===== src/rtl/bs2_msg_pack.sv =====
// BS2 message packer: writes a BS2 value into each qualifying quote template and
// streams the resulting messages MSB-first, one byte per handshake, lane 1 to 3.
module bs2_msg_pack #(
  parameter int               MSG_BITS = 128,
  parameter int               BS2_BITS = 32,
  parameter int               BS2_LSB  = 32,
  parameter int               MUX_W    = 3,
  parameter logic [MUX_W-1:0] MUX_Q    = MUX_W'(1)
) (
  input  logic                clk,
  input  logic                rst_n,
  input  logic                message_en,
  input  logic                in_valid,
  output logic                in_ready,
  input  logic [MSG_BITS-1:0] message_base_1,
  input  logic [MSG_BITS-1:0] message_base_2,
  input  logic [MSG_BITS-1:0] message_base_3,
  input  logic [BS2_BITS-1:0] BS2_1,
  input  logic [BS2_BITS-1:0] BS2_2,
  input  logic [BS2_BITS-1:0] BS2_3,
  input  logic [MUX_W-1:0]    message_mux_control_m1,
  input  logic [MUX_W-1:0]    message_mux_control_m2,
  input  logic [MUX_W-1:0]    message_mux_control_m3,
  output logic                out_valid,
  input  logic                out_ready,
  output logic [7:0]          out_data,
  output logic                out_last,
  output logic [1:0]          out_lane
);

  localparam int NBYTES = MSG_BITS / 8;
  localparam int CNT_W  = (NBYTES > 1) ? $clog2(NBYTES) : 1;
  localparam logic [CNT_W-1:0] LAST_IDX = CNT_W'(NBYTES - 1);

  typedef enum logic {IDLE, EMIT} state_t;

  state_t              state;
  state_t              state_nxt;
  logic [MSG_BITS-1:0] msg_q [3];
  logic [MSG_BITS-1:0] ins [3];
  logic [2:0]          mask_q;
  logic [2:0]          cap_mask;
  logic [CNT_W-1:0]    cnt_q;
  logic [CNT_W-1:0]    cnt_inc;
  logic [1:0]          first_lane;
  logic [1:0]          next_lane;
  logic [MSG_BITS-1:0] cur_msg;
  logic [MSG_BITS-1:0] first_msg;
  logic [MSG_BITS-1:0] next_msg;
  logic                capture;
  logic                hs;
  logic                lane_end;
  logic                set_end;

  function automatic logic [MSG_BITS-1:0] insert_bs2(input logic [MSG_BITS-1:0] base,
                                                     input logic [BS2_BITS-1:0] bs2);
    logic [MSG_BITS-1:0] m;
    m = base;
    m[BS2_LSB +: BS2_BITS] = bs2;
    return m;
  endfunction

  // Byte 0 is the most significant byte of the message.
  function automatic logic [7:0] get_byte(input logic [MSG_BITS-1:0] m,
                                          input logic [CNT_W-1:0]    idx);
    logic [MSG_BITS-1:0] s;
    s = m << {idx, 3'b000};
    return s[MSG_BITS-1 -: 8];
  endfunction

  always_comb begin
    ins[0]   = insert_bs2(message_base_1, BS2_1);
    ins[1]   = insert_bs2(message_base_2, BS2_2);
    ins[2]   = insert_bs2(message_base_3, BS2_3);
    cap_mask = {message_en & (message_mux_control_m3 == MUX_Q),
                message_en & (message_mux_control_m2 == MUX_Q),
                message_en & (message_mux_control_m1 == MUX_Q)};
  end

  // Lane sequencing: lowest set bit at capture, next higher set bit at each lane end.
  always_comb begin
    first_lane = 2'd0;
    if (cap_mask[0])      first_lane = 2'd1;
    else if (cap_mask[1]) first_lane = 2'd2;
    else if (cap_mask[2]) first_lane = 2'd3;

    next_lane = 2'd0;
    case (out_lane)
      2'd1: begin
        if (mask_q[1])      next_lane = 2'd2;
        else if (mask_q[2]) next_lane = 2'd3;
      end
      2'd2: begin
        if (mask_q[2]) next_lane = 2'd3;
      end
      default: next_lane = 2'd0;
    endcase
  end

  always_comb begin
    case (out_lane)
      2'd1:    cur_msg = msg_q[0];
      2'd2:    cur_msg = msg_q[1];
      2'd3:    cur_msg = msg_q[2];
      default: cur_msg = '0;
    endcase
    case (first_lane)
      2'd1:    first_msg = ins[0];
      2'd2:    first_msg = ins[1];
      2'd3:    first_msg = ins[2];
      default: first_msg = '0;
    endcase
    case (next_lane)
      2'd1:    next_msg = msg_q[0];
      2'd2:    next_msg = msg_q[1];
      2'd3:    next_msg = msg_q[2];
      default: next_msg = '0;
    endcase
  end

  always_comb begin
    capture  = (state == IDLE) & in_valid;
    hs       = (state == EMIT) & out_ready;
    lane_end = hs & (cnt_q == LAST_IDX);
    set_end  = lane_end & (next_lane == 2'd0);
    cnt_inc  = cnt_q + 1'b1;
  end

  always_ff @(posedge clk) begin
    if (!rst_n) state <= IDLE;
    else        state <= state_nxt;
  end

  always_comb begin
    state_nxt = state;
    case (state)
      IDLE:    if (capture && (cap_mask != 3'b000)) state_nxt = EMIT;
      EMIT:    if (set_end) state_nxt = IDLE;
      default: state_nxt = IDLE;
    endcase
  end

  always_comb begin
    in_ready = rst_n & (state == IDLE);
  end

  // Captured templates are only read while EMIT, so they need no reset.
  always_ff @(posedge clk) begin
    if (capture) begin
      msg_q[0] <= ins[0];
      msg_q[1] <= ins[1];
      msg_q[2] <= ins[2];
    end
  end

  always_ff @(posedge clk) begin
    if (!rst_n) begin
      mask_q    <= 3'b000;
      cnt_q     <= '0;
      out_valid <= 1'b0;
      out_data  <= 8'h00;
      out_last  <= 1'b0;
      out_lane  <= 2'd0;
    end else if (capture) begin
      mask_q <= cap_mask;
      if (cap_mask != 3'b000) begin
        out_valid <= 1'b1;
        out_lane  <= first_lane;
        cnt_q     <= '0;
        out_data  <= get_byte(first_msg, '0);
        out_last  <= (LAST_IDX == '0);
      end
    end else if (hs) begin
      if (!lane_end) begin
        cnt_q    <= cnt_inc;
        out_data <= get_byte(cur_msg, cnt_inc);
        out_last <= (cnt_inc == LAST_IDX);
      end else if (next_lane != 2'd0) begin
        out_lane <= next_lane;
        cnt_q    <= '0;
        out_data <= get_byte(next_msg, '0);
        out_last <= (LAST_IDX == '0);
      end else begin
        mask_q    <= 3'b000;
        cnt_q     <= '0;
        out_valid <= 1'b0;
        out_data  <= 8'h00;
        out_last  <= 1'b0;
        out_lane  <= 2'd0;
      end
    end
  end

endmodule


===== config.mk =====
export PLATFORM = sky130hd
export DESIGN_NAME = bs2_msg_pack
export DESIGN_NICKNAME = d
export VERILOG_FILES = /design/src/rtl/bs2_msg_pack.sv
export SDC_FILE = /design/constraint.sdc
export NUM_CORES = 1
export LEC_CHECK = 0
export CORE_AREA = 5 5 194 196
export DETAILED_ROUTE_END_ITERATION = 16
export DIE_AREA = 0 0 199 201
export PLACE_DENSITY = 0.78
export SLEW_MARGIN = 20
export SYNTH_ARGS = -nofsm -noshare
export SYNTH_HDL_FRONTEND = slang
export SYNTH_SLANG_ARGS = --single-unit

===== constraint.sdc =====
create_clock -name clk -period 14.9 [get_ports clk]
set_clock_uncertainty 0.05 [all_clocks]
set_input_delay 2.98 -clock clk [delete_from_list [all_inputs] [get_ports clk]]
set_output_delay 2.98 -clock clk [all_outputs]
set_load 0.02 [all_outputs]

==> impl_metrics.py <==
metrics = {
    "outcome": {
        "outcome": "finished, final reports clean",
    },
    "clock_tree": {
        "cts_setup_buffers": 0,
        "cts_tree": "yes",
        "numCtsBuffers": 43,
        "cts_hold_buffers": 0,
        "htree_levels": 2,
        "clk_latency_ns": 0.55,
        "clockBufferDepth": 3,
        "cts.sinks": 403,
        "clk_root_buffer_cell": "clkbuf_16",
        "ctsResizeCount": 0,
        "clk_pin_slew_ns": 0.06,
    },
    "routing": {
        "vias_per_cell": 5.85,
        "ant_nets": 0,
        "wl_per_cell_um": 26.0,
        "vias": 10900,
        "post-route-drc-count": 0,
        "routed_wirelength_um": 48200,
        "drt-initial-drc-count": 1001,
        "dr.pass1.iters": 6,
    },
    "final_layout": {
        "synthToLayoutAreaGrowth_pct": 37.1,
        "final_nets": 1854,
        "drive_gt1_share_pct": 8.30,
        "instances_no_fill": 1857,
    },
    "critical_path": {
        "r2r-start": "state",
        "worstReg2RegEnd": "msg_q[0][257]",
        "crit_end": "in_ready",
        "cp-end-kind": "output pin",
        "crit_arrival_ns": 4.49,
        "cp_data_required_time_ns": 11.87,
        "reg2reg_slack_ns": 10.82,
        "worstRegToRegCells": 4,
        "crit_type": "in -> out",
        "critPathLaunchType": "input port",
        "crit_start": "rst_n",
        "crit_fanout": 22,
    },
    "place": {
        "hpwl_um": 33500,
        "dp_cells": 1776,
        "gp_congestion": 0.838,
        "io_buffers": 410,
    },
    "pwr": {
        "leakage_nw": 7.49,
        "ir_drop_mv": 0.104,
        "powerDensity_mw_per_mm2": 120,
    },
    "logic_synthesis": {
        "synth-simple-area-share_pct": 3.34,
        "synth_top_family_by_area": "compound AO/OA/AOI/OAI gates",
        "yosysUniqueCellTypes": 61,
        "synth_xor_area_share_pct": 0.165,
        "netlist_area_mm2": 0.0159,
        "synthArstFlopShare_pct": 0,
        "synthCells": 955,
        "synth_fp_nets": 1456,
        "synth-seq-cells": 403,
        "synth-edff-count": 384,
        "post_synth_fa_ha_maj_area_fraction_pct": 0.551,
        "syn_avg_cell_area_um2": 16.6,
        "synth_compound_area_share_pct": 14.6,
        "synth_seq_area_share_pct": 75.0,
        "yosysWarnings": 0,
        "synth_common_cells": "edfxtp_1, a221oi_1, a21oi_1, mux2i_1, buf_2",
        "synth_ff_type": "edfxtp_1",
        "muxShareOfSynthArea_pct": 3.74,
        "synth_top_cell_by_area": "edfxtp_1",
        "synth_top_area_share_pct": 72.6,
        "synth_most_common_cell": "edfxtp_1",
        "synthTopCellsByArea": "edfxtp_1, a221oi_1, mux2i_1",
    },
    "floorplan": {
        "fp.dieW_um": 199,
        "rows": 70,
        "boundaryPins": 507,
        "dieArea_mm2": 0.0400,
        "initial_core_util_pct": 44.2,
        "die_h_um": 201,
        "core_mm2": 0.0359,
    },
    "timing": {
        "period_minus_slack_ns": 7.52,
        "setup_viol": 0,
        "finalCritPeriodShare_pct": 50.5,
        "max_freq_mhz": 133,
        "holdWs_ns": 0.452,
        "report.final.slew_viol_count": 0,
        "hold_viol": 0,
        "rsz0062_at_grt": "no",
        "relSlewSlack_pct": 25.8,
        "setup-tns-final_ns": 0,
        "tightest_slew_ns": 1.10,
    },
    "grt": {
        "grt_pass1_vias": 11400,
        "antenna_found_initial": 4,
        "grt_overflow_total": 0,
        "grt_pass1_wl_um": 69800,
        "grt_max_degree": 147,
        "grtUsageTotal_pct": 23.4,
    },
    "min_path": {
        "hold_class": "reg -> reg",
    },
    "flow_run": {
        "max-cap-violations": 0,
    },
}
## state kept, by name (all words and copies together), names as in the netlist
register   flops
msg_q        384
state          1
mask_q         2
out_last       1
out_valid      1
out_lane       2
out_data       8
cnt_q          4
## critical path: stages
cell and delay (ns):
clkdlybuf4s50_1 0.46, buf_4 0.24, nor2b_1 0.16, clkdlybuf4s50_1 0.63
## cell type report
cell class	instances	area (µm²)
antenna	3	7.51
fill	2667	14100
sequential	403	11900
tap	468	586
multi-input combinational	472	3610
clock inverter	25	251
timing repair buffer	425	4220
clock buffer	53	1160
inverter	8	37.5
## per-stage QoR
| step | setup WS [ns] | utilization, % | power (mW) | instance area, µm² |
|---|---|---|---|---|
| floorplan | 2.91 | - | 1.45 | 15900 |
| global placement | 7.40 | 56.7 | 1.57 | 20400 |
| detailed placement | 7.39 | 56.7 | 1.58 | 20400 |
| CTS | 7.39 | 60.6 | 2.64 | 21800 |
| global route | 7.33 | 60.6 | 2.71 | 21800 |
| finish | 7.38 | 60.6 | 2.62 | 21800 |
## worst min path at each step
stage	from	end	slack [ns]	cells after the start
floorplan	mask_q[2]	mask_q[2]	0.41	2
global placement	mask_q[2]	mask_q[2]	0.43	2
detailed placement	mask_q[2]	mask_q[2]	0.44	2
CTS	mask_q[2]	mask_q[2]	0.45	2
global route	mask_q[2]	mask_q[2]	0.47	2
finish	mask_q[2]	mask_q[2]	0.45	2
## power by group
part	internal, mW	switching, mW	total (mW)
combinational	0.119	0.0876	0.207
sequential	1.33	0.0212	1.35
clock	0.637	0.432	1.07
total	2.08	0.541	2.62
## cell families after synthesis
logic type	count (synthesis)
DFF	403
AOI/OAI and AO/OA	303
and+or+nand+nor	106
buffers and inverters	80
muxes	53
adders and majority gates	7
xor gates and xnor gates	3
## layer usage
metal  wire length (µm)  global-route usage [%]
met1              18000                    29.1
met2              23800                    39.0
met3               4310                    5.86
met4               2120                    10.3
met5                 15                       0
## cells in the final DEF, fill, tap and decap left out, types with 18 or more instances in the layout
cell type        count
a222oi_1            42
mux2i_1             47
o21ai_0             29
nor2_1              19
edfxtp_1           384
dfxtp_1             18
nand2_1             41
a22oi_1             37
clkbuf_16           45
a21oi_1             54
a221oi_1            58
clkdlybuf4s50_1    410
No activity file was read; power rests on OpenSTA's default activity.
